**config.mk**
```make
export PLATFORM = sky130hd
export DESIGN_NAME = deser400_bit_recovery
export DESIGN_NICKNAME = d
export VERILOG_FILES = /design/src/rtl/deser400_pkg.sv /design/src/rtl/deser400_bit_packer.sv /design/src/rtl/deser400_bit_recovery.sv
export SDC_FILE = /design/constraint.sdc
export NUM_CORES = 1
export LEC_CHECK = 0
export CAP_MARGIN = 10
export CORE_ASPECT_RATIO = 1.25
export CORE_MARGIN = 2
export CORE_UTILIZATION = 45
export CTS_BUF_LIST = sky130_fd_sc_hd__clkbuf_8
export DETAILED_ROUTE_END_ITERATION = 16
export PLACE_DENSITY = 0.68
export REMOVE_ABC_BUFFERS = 1
export SLEW_MARGIN = 5
export SYNTH_ARGS = -nofsm -noshare
export SYNTH_HDL_FRONTEND = slang
export SYNTH_SLANG_ARGS = --single-unit
```
**constraint.sdc**
```tcl
create_clock -name clk -period 2.85 [get_ports clk]
set_input_delay 0.7125 -clock clk [delete_from_list [all_inputs] [get_ports clk]]
set_output_delay 0.7125 -clock clk [all_outputs]
set_load 0.01 [all_outputs]
```
**src/rtl/deser400_pkg.sv**
```systemverilog
// Shared constants and the phase-step classifier for the deser400 bit recovery path.
package deser400_pkg;

    localparam int unsigned OVS     = 8;   // samples per bit period
    localparam int unsigned WIN_W   = 32;  // four-word sample history
    localparam int unsigned P_RESET = 8;   // p after reset (filter output 16)
    localparam int unsigned S_BASE  = 8;

    typedef enum logic [1:0] {
        SelNormal,
        SelDup,
        SelSkip,
        SelErr
    } sel_e;

    // Wraps at the 15/0 boundary are legal slips; any other jump >1 is an error.
    function automatic sel_e classify(input logic [3:0] p_prev, input logic [3:0] p_cur);
        logic [3:0] diff;
        if (p_prev == 4'd15 && p_cur == 4'd0) begin
            return SelDup;
        end
        if (p_prev == 4'd0 && p_cur == 4'd15) begin
            return SelSkip;
        end
        diff = (p_cur > p_prev) ? (p_cur - p_prev) : (p_prev - p_cur);
        return (diff > 4'd1) ? SelErr : SelNormal;
    endfunction

endpackage

```
**src/rtl/deser400_bit_packer.sv**
```systemverilog
// Packs 0..3 recovered bits per cycle into SYM_W-bit symbols, oldest bit in the MSB.
module deser400_bit_packer #(
    parameter int unsigned SYM_W = 5
) (
    input  logic             clk,
    input  logic             reset,
    input  logic [2:0]       bits,
    input  logic [1:0]       n,
    output logic [SYM_W-1:0] sym,
    output logic             sym_valid
);

    localparam int unsigned ACC_W    = SYM_W + 2;
    localparam int unsigned CNT_BITS = $clog2(SYM_W + 3);

    logic [ACC_W-1:0]    acc_q, acc_d;
    logic [ACC_W-1:0]    merged;
    logic [ACC_W-1:0]    keep_mask;
    logic [CNT_BITS-1:0] cnt_q, cnt_d;
    logic [CNT_BITS-1:0] total;
    logic [CNT_BITS-1:0] rem;
    logic [SYM_W-1:0]    sym_q, sym_d;
    logic                valid_q, valid_d;
    logic [2:0]          bits_m;

    // Accumulator bits above cnt_q are always zero, so new bits can be OR-ed in.
    always_comb begin
        bits_m    = bits & ~(3'b111 << n);
        merged    = (acc_q << n) | ACC_W'(bits_m);
        total     = cnt_q + CNT_BITS'(n);
        rem       = '0;
        keep_mask = '0;
        acc_d     = merged;
        cnt_d     = total;
        sym_d     = sym_q;
        valid_d   = 1'b0;
        if (total >= CNT_BITS'(SYM_W)) begin
            rem       = total - CNT_BITS'(SYM_W);
            keep_mask = ~({ACC_W{1'b1}} << rem);
            sym_d     = SYM_W'(merged >> rem);
            acc_d     = merged & keep_mask;
            cnt_d     = rem;
            valid_d   = 1'b1;
        end
    end

    always_ff @(posedge clk) begin
        if (reset) begin
            acc_q   <= '0;
            cnt_q   <= '0;
            sym_q   <= '0;
            valid_q <= 1'b0;
        end else begin
            acc_q   <= acc_d;
            cnt_q   <= cnt_d;
            sym_q   <= sym_d;
            valid_q <= valid_d;
        end
    end

    assign sym       = sym_q;
    assign sym_valid = valid_q;

endmodule

```
**src/rtl/deser400_bit_recovery.sv**
```systemverilog
// Recovers one bit per period from the 8x-oversampled stream using the filtered phase,
// absorbing phase wraps by dropping or adding bits, and packs bits into symbols.
module deser400_bit_recovery
    import deser400_pkg::*;
#(
    parameter int unsigned SYM_W = 5,
    parameter int unsigned CNT_W = 8
) (
    input  logic             clk,
    input  logic             reset,
    input  logic [7:0]       sdata,
    input  logic [4:0]       phase,
    output logic [SYM_W-1:0] sym,
    output logic             sym_valid,
    output logic             dup_evt,
    output logic             skip_evt,
    output logic             phase_err,
    output logic [CNT_W-1:0] dup_cnt,
    output logic [CNT_W-1:0] skip_cnt
);

    logic [WIN_W-1:0] win_q, win_d;
    logic [OVS-1:0]   sdata_rev;
    logic [3:0]       p_reg_q, p_reg_d;
    logic [3:0]       p_prev_q, p_prev_d;
    logic [4:0]       s_idx;
    sel_e             sel;
    logic [2:0]       bits_q, bits_d;
    logic [1:0]       n_q, n_d;
    logic             dup_q, dup_d;
    logic             skip_q, skip_d;
    logic             err_q, err_d;
    logic [CNT_W-1:0] dup_cnt_q, dup_cnt_d;
    logic [CNT_W-1:0] skip_cnt_q, skip_cnt_d;

    // Stage 0: sdata[7] is the earliest sample, so it lands at the lowest new index.
    always_comb begin
        for (int k = 0; k < OVS; k++) begin
            sdata_rev[k] = sdata[OVS-1-k];
        end
        win_d    = {sdata_rev, win_q[WIN_W-1:OVS]};
        p_reg_d  = phase[4:1];
        p_prev_d = p_reg_q;
    end

    // Stage 1: sample selection and slip handling.
    always_comb begin
        s_idx  = 5'(S_BASE) + {1'b0, p_reg_q};
        sel    = classify(p_prev_q, p_reg_q);
        bits_d = {2'b00, win_q[s_idx]};
        n_d    = 2'd1;
        dup_d  = 1'b0;
        skip_d = 1'b0;
        err_d  = 1'b0;
        unique case (sel)
            SelNormal: ;
            SelDup: begin
                bits_d = '0;
                n_d    = 2'd0;
                dup_d  = 1'b1;
            end
            SelSkip: begin
                bits_d = {win_q[s_idx - 5'd16], win_q[s_idx - 5'd8], win_q[s_idx]};
                n_d    = 2'd3;
                skip_d = 1'b1;
            end
            SelErr: err_d = 1'b1;
        endcase
    end

    always_comb begin
        dup_cnt_d  = dup_cnt_q;
        skip_cnt_d = skip_cnt_q;
        if (dup_d && (dup_cnt_q != {CNT_W{1'b1}})) begin
            dup_cnt_d = dup_cnt_q + CNT_W'(1);
        end
        if (skip_d && (skip_cnt_q != {CNT_W{1'b1}})) begin
            skip_cnt_d = skip_cnt_q + CNT_W'(1);
        end
    end

    always_ff @(posedge clk) begin
        if (reset) begin
            win_q      <= '0;
            p_reg_q    <= 4'(P_RESET);
            p_prev_q   <= 4'(P_RESET);
            bits_q     <= '0;
            n_q        <= '0;
            dup_q      <= 1'b0;
            skip_q     <= 1'b0;
            err_q      <= 1'b0;
            dup_cnt_q  <= '0;
            skip_cnt_q <= '0;
        end else begin
            win_q      <= win_d;
            p_reg_q    <= p_reg_d;
            p_prev_q   <= p_prev_d;
            bits_q     <= bits_d;
            n_q        <= n_d;
            dup_q      <= dup_d;
            skip_q     <= skip_d;
            err_q      <= err_d;
            dup_cnt_q  <= dup_cnt_d;
            skip_cnt_q <= skip_cnt_d;
        end
    end

    deser400_bit_packer #(
        .SYM_W(SYM_W)
    ) u_packer (
        .clk      (clk),
        .reset    (reset),
        .bits     (bits_q),
        .n        (n_q),
        .sym      (sym),
        .sym_valid(sym_valid)
    );

    assign dup_evt   = dup_q;
    assign skip_evt  = skip_q;
    assign phase_err = err_q;
    assign dup_cnt   = dup_cnt_q;
    assign skip_cnt  = skip_cnt_q;

endmodule
```
# After elaboration in Yosys (flattened, before gate mapping)
# Index checks and enable logic that the tools add are counted.
word_totals:
  register_bits: 80
  inputBits: 15
  out_inout_bits: 25
  elab_cells: 74
op_classes:
  add_sub_neg: 9
  n_lt_le_gt_ge: 6
  eq_ne: 7
  shift: 4
  n_mux: 23
  bitwise_logic: 5
  reduce_logical: 6
ops:
  columns: ["operator", "n"]
  rows:
  - ["5-bit by 6-bit < comparator with 1-bit output (second input constant)", 3]
  - ["8-bit by 1-bit adder with 8-bit output (second input constant)", 2]
  - ["8-bit inequality test (second input constant)", 2]
  - ["1-bit binary-select mux with 5-bit select", 3]
  - ["1-bit two-way mux", 10]
  - ["2-bit two-way mux", 5]
  - ["4-bit equality test (second input constant)", 2]
  - ["4-bit zero test", 2]
  - ["4-bit subtractor", 2]
  - ["7-bit AND", 1]
  - ["7-bit two-way mux", 1]
  - ["7-bit NOT", 1]
  - ["7-bit by 3-bit OR with 7-bit output", 1]
  - ["7-bit by 2-bit << shifter with 7-bit output", 1]
  - ["7-bit by 3-bit << shifter with 7-bit output (first input constant)", 1]
  - ["7-bit by 3-bit >> shifter with 5-bit output", 1]
  - ["3-bit case mux with 2 select lines", 1]
  - ["4-bit by 4-bit adder with 5-bit output (first input constant)", 1]
  - ["5-bit by 4-bit subtractor with 5-bit output (second input constant)", 1]
  - ["5-bit subtractor (second input constant)", 1]
  - ["2-bit equality test (second input constant)", 2]
  - ["4-bit by 1-bit greater-than comparator with 1-bit output (second input constant)", 1]
  - ["4-bit greater-than comparator", 1]
  - ["1-bit logical AND", 4]
  - ["other kinds (10)", 10]

# Longest topological paths before layout
# Gate-level depths: netlist of run 1.
depth:
  word_depth: 9
  depth_mapped: 11

# By module
# A second synthesis of run 1 with hierarchy kept.
unflattened:
  hier_cells: 364
  hier_area_um2: 3592.2
modules_own_cells:
  columns: ["module", "instances", "cells_each", "area_per_inst_um2", "seq_area_each_um2"]
  rows:
  - ["deser400_bit_recovery", 1, 243, 2527.4, 1261.2]
  - ["deser400_bit_packer", 1, 121, 1064.8, 320.3]

# Worst setup path after synthesis of run 1
# OpenSTA, ideal clock, no wires.
synth_path:
  kind: "reg2reg"
  from: "register n_q[1]"
  to: "register u_packer.sym_q[1] (netlist: u_packer.sym[1])"
  setup_time_ns: 0.132
  t_arrival_ns: 2.642
  t_required_ns: 2.718
  slack_ns: 0.076
  path_stages_with_launch: 12
  cell_sequence: "dfxtp_1 > clkbuf_1 > inv_2 > fa_1 > ha_1 > inv_1 > ha_1 > clkbuf_1 > nand3b_1 > o32ai_1 > nor3_1 > o32ai_1"
synth_via:
  elab_chain_cells: 5
  elab_cells_between_ends: 9
  classes_between: "add/sub: 2; order compare: 1; shift: 3; bitwise: 3"
synth_rtl:
  columns: ["element", "line", "rtl"]
  rows:
  - ["start, declared", "deser400_bit_recovery.sv:29", "logic [1:0] n_q, n_d;"]
  - ["start signal, assigned", "deser400_bit_recovery.sv:99", "n_q <= n_d;"]
  - ["parallel branches: the longest is 5 deep, another holds 3-bit by 2-bit adder with 3-bit output", null, null]
  - ["end signal, assigned", "deser400_bit_packer.sv:56", "sym_q <= sym_d;"]
  - ["end, declared", "deser400_bit_packer.sv:22", "logic [SYM_W-1:0] sym_q, sym_d;"]
# Parallel ways; which one is timed is not known.
# A chain may end at the register's enable or synchronous reset.

# Worst setup path in the final report of run 1
layout_path:
  from: "register n_q[0]"
  to: "register u_packer.sym_q[1] (netlist: u_packer.sym[1])"
# Same word-level chain as after synthesis.

==> metrics.md, run 1 <==
| Metric | Value |
|---|---|
| Outcome | finished, violations left |
| Failing checks | DRC |
| GR Util met3 | 4.115% |
| Core Util, Final | 54.76% |
| Share of cells above drive strength 1 | 10.91% |
| Clock Pin Slew Worst Setup and Hold Paths | 90 ps |
| Tot Pwr | 2.470 mW |
| Layout Cells excl Fill | 537 |
| Unique cell type count in the Yosys netlist | 61 |
| Slew Limit Headroom | 47.72% |
| M1 GR Usage | 21.00% |
| Worst path required time | 3080 ps |
| Max cap viols | 0 |
| Pin count of the biggest net entering global routing | 38 |
| Crit-path slowest cell | fa_1 |
| Dpl hpwl | 5496 um |
| Worst Path Max Fanout | 13 |
| Starting Density | 45.95% |
| CTS tree | done |
| Synth Area in Compound Gates | 12.66% |
| Number of hold buffers added after cts | 0 |
| # fillers | 754 |
| Core Area | 0.008194 mm^2 |
| Synth Cell Area | 0.003765 mm^2 |
| Post-synthesis register bit count | 79 |
| First-pass GRT wire length | 13010 um |
| Vias | 2947 |
| Yosys top cell area share | 42.01% |
| Post-layout nets | 468 |
| Vias in the first global route | 2869 |
| Critical path cell sequence | ha_1 -> inv_1 -> fa_1 -> ha_1 -> inv_1 -> ha_2 -> nand2b_1 -> o31ai_1 -> nor3_1 -> o32ai_1 |
| Bufs on Longest Clock Path | 2 |
| Post-synth top cells | dfxtp_1, nor2b_1, nor2_1 |
| Ratio of final minimum period to clock period | 92.64% |
| Drt total wl | 7661 um |
| Worst Tran Pin Value | 777.1 ps |
| Crit path time final | 2640 ps |
| Ranking of synthesized cells by area | dfxtp_1, nor2b_1, ha_1 |
| Setup crit end kind | flip-flop |
| CP startpoint kind | flip-flop |
| Main synth FF type | dfxtp_1 |
| Post-synthesis simple-gate area fraction | 21.20% |
| Largest family of logic cells by synthesized area | simple AND/OR/NAND/NOR gates |
| Setup Buffers After CTS | 0 |
| Cells after Synth | 394 |
| Post-synthesis sequential area ratio | 42.01% |
| Arrival @ worst endpoint | 2870 ps |
| Met2 GRT Util | 30.86% |
| Post-CTS sizing | 0 |
| Final Max Slew Viols | 0 |
| DR iter-0 viols | 132 |
| Design Area, Final | 0.004487 mm^2 |
| Critical path's largest stage delay | 610 ps |
| CP Class | flip-flop to flip-flop |
| Multiplexer share of the synthesized area | 9.704% |
| # DRC | 2 |
| Max Fclk | 0.3788 GHz |
| Root buffer cell | clkbuf_8 |
| Port buffer count | 38 |
| Async S/R FF share, synth | 0% |
| Die area | 0.009119 mm^2 |
| Rows | 37 |
| Clk_lat worst skew | 350 ps |
| Initial antenna violation count | 0 |
| Post-route ant nets | 0 |
| Setup WS post-layout | 209.8 ps |
| Hold Fails Final Rpt | 0 |
| Peak supply drop | 361.7 uV |
| Global route total overflow | 0 |
| Area Growth Syn to Fin | 19.18% |
| Post-Synth Adder-Cell Area | 6.580% |
| Xor/xnor share of the synthesized area | 3.024% |
| Leakage | 1.760 nW |
| Num CTS Buffers | 9 |
| # IOs | 40 |
| GRT busiest layer | met2 |
| Synth area leader | dfxtp_1 |
| GPL Wtd Cong | 0.8645 |
| Count leader, synth | dfxtp_1 |
| Dpl cell area | 0.004257 mm^2 |
| Iteration count of the initial detailed-routing pass | 11 |
| Sequential cell area | 0.001582 mm^2 |
| Number of synthesized flops with an enable pin | 0 |
| Avg Vias per Cell | 5.488 |
| Final setup TNS | 0 ps |
| RSZ-0062 raised after global routing | false |
| Wirelength per Cell | 14.27 um |
| Total track usage | 17.82% |
| Post-place setup slack | 146.5 ps |
| Die height | 106.3 um |
| PD cells | 550.5 mW/mm^2 |
| Avg Cell Area, Syn | 9.555 um^2 |
| H-tree depth | 3 |
| CTS Sinks | 79 |
| Min-Delay Path Class | flip-flop to flip-flop |
| Hold Worst Slack | 436.8 ps |
| Multi-input logic area | 0.002004 mm^2 |
| Placed Cells | 521 |
| Die Wd | 85.81 um |
| Clock Skew | 11.93 ps |
| Synth warnings | 0 |
| Setup violations, final | 0 |
| Ant diodes | 0 |
[layout make-up]
type / count / area share (%)
repair buffers: 50 / 10.37
clock inverters: 7 / 2.315
well taps: 97 / 2.705
inverters: 23 / 1.924
clock buffers: 9 / 2.761
multi-input cells: 272 / 44.67
flip-flops and latches: 79 / 35.25
[registers in the layout, indices dropped and copies added, names as in the netlist]
name,cells
u_packer.cnt_q,3
bits_q,3
p_prev_d,4
u_packer.sym_valid,1
n_q,2
phase_err,1
u_packer.sym,5
dup_evt,1
u_packer.acc_q,7
win_q,32
skip_cnt,8
dup_cnt,8
p_prev_q,4
[cell families (layout without fill, tap and decap cells)]
logic type / count (synthesis) / in the layout
multiplexers: 26 / 26
AND/OR/NAND/NOR: 148 / 148
flip-flops: 79 / 79
AO/OA/AOI/OAI: 67 / 67
adder cells (fa/ha/maj): 18 / 18
XOR/XNOR: 13 / 13
buffers and inverters: 43 / 89
[where the power goes]
part           switching (mW)  internal (mW)
Sequential             0.0189           1.14
Combinational           0.211          0.165
Clock                   0.435          0.504
Total                   0.665           1.80
[cells in the final DEF (no fill, tap or decap), drive strengths merged, types with 2 or more instances in the layout]
master,count
nand4,3
buf,13
a41oi,2
xor2,4
a21oi,18
xnor2,9
nor2,35
a211o,2
nor2b,38
nand2,28
o311a,2
mux2i,14
a211oi,4
or2,3
nor4,3
clkdlybuf4s50,37
mux2,6
inv,25
a2111oi,3
o32ai,2
and4bb,2
o21ai,9
dfxtp,79
fa,3
ha,15
o31ai,2
nand3,6
and3,7
clkinvlp,2
nor3,8
nand2b,3
a22oi,2
bufinv,2
or4,2
a21o,3
mux4,6
o221ai,3
clkbuf,9
a31oi,3
or3,5
[worst max-delay path: cells and delay by family, from the launching register on]
kind	cells	cell delay (ps)
buf+inv	2	100
fa+ha+maj	4	1420
compound gates	2	220
simple gates	2	450
flops	1	340
[final timing paths]
check            start               to  slack [ps]  cells past startpoint
max reg2reg     n_q[0]  u_packer.sym[1]         210                     10
max             n_q[0]  u_packer.sym[1]         210                     10
min          win_q[27]        win_q[19]         440                      1
min reg2reg  win_q[27]        win_q[19]         440                      1
[per-layer routing]
| metal | part of all wire, % | vias up |
|---|---|---|
| met5 | 0 | - |
| met3 | 3.6 | 14 |
| met4 | 1.9 | 0 |
| met2 | 52 | 63 |
| li1 | - | 1471 |
| met1 | 43 | 1399 |
Power figures use the tool's default switching activity.
==> run 2: changes to the inputs <==
Settings changed: ABC_CLOCK_PERIOD_IN_PS set to 2850, GPL_TIMING_DRIVEN set to 1.
==> results of run 2 <==
Same layout as run 1: the final DEF is identical, and so are final timing and power.
==> run 3: changes to the inputs <==
Settings changed: CAP_MARGIN 10 to unset.
==> results of run 3 <==
Same layout as run 1: the final DEF is identical, and so are final timing and power.
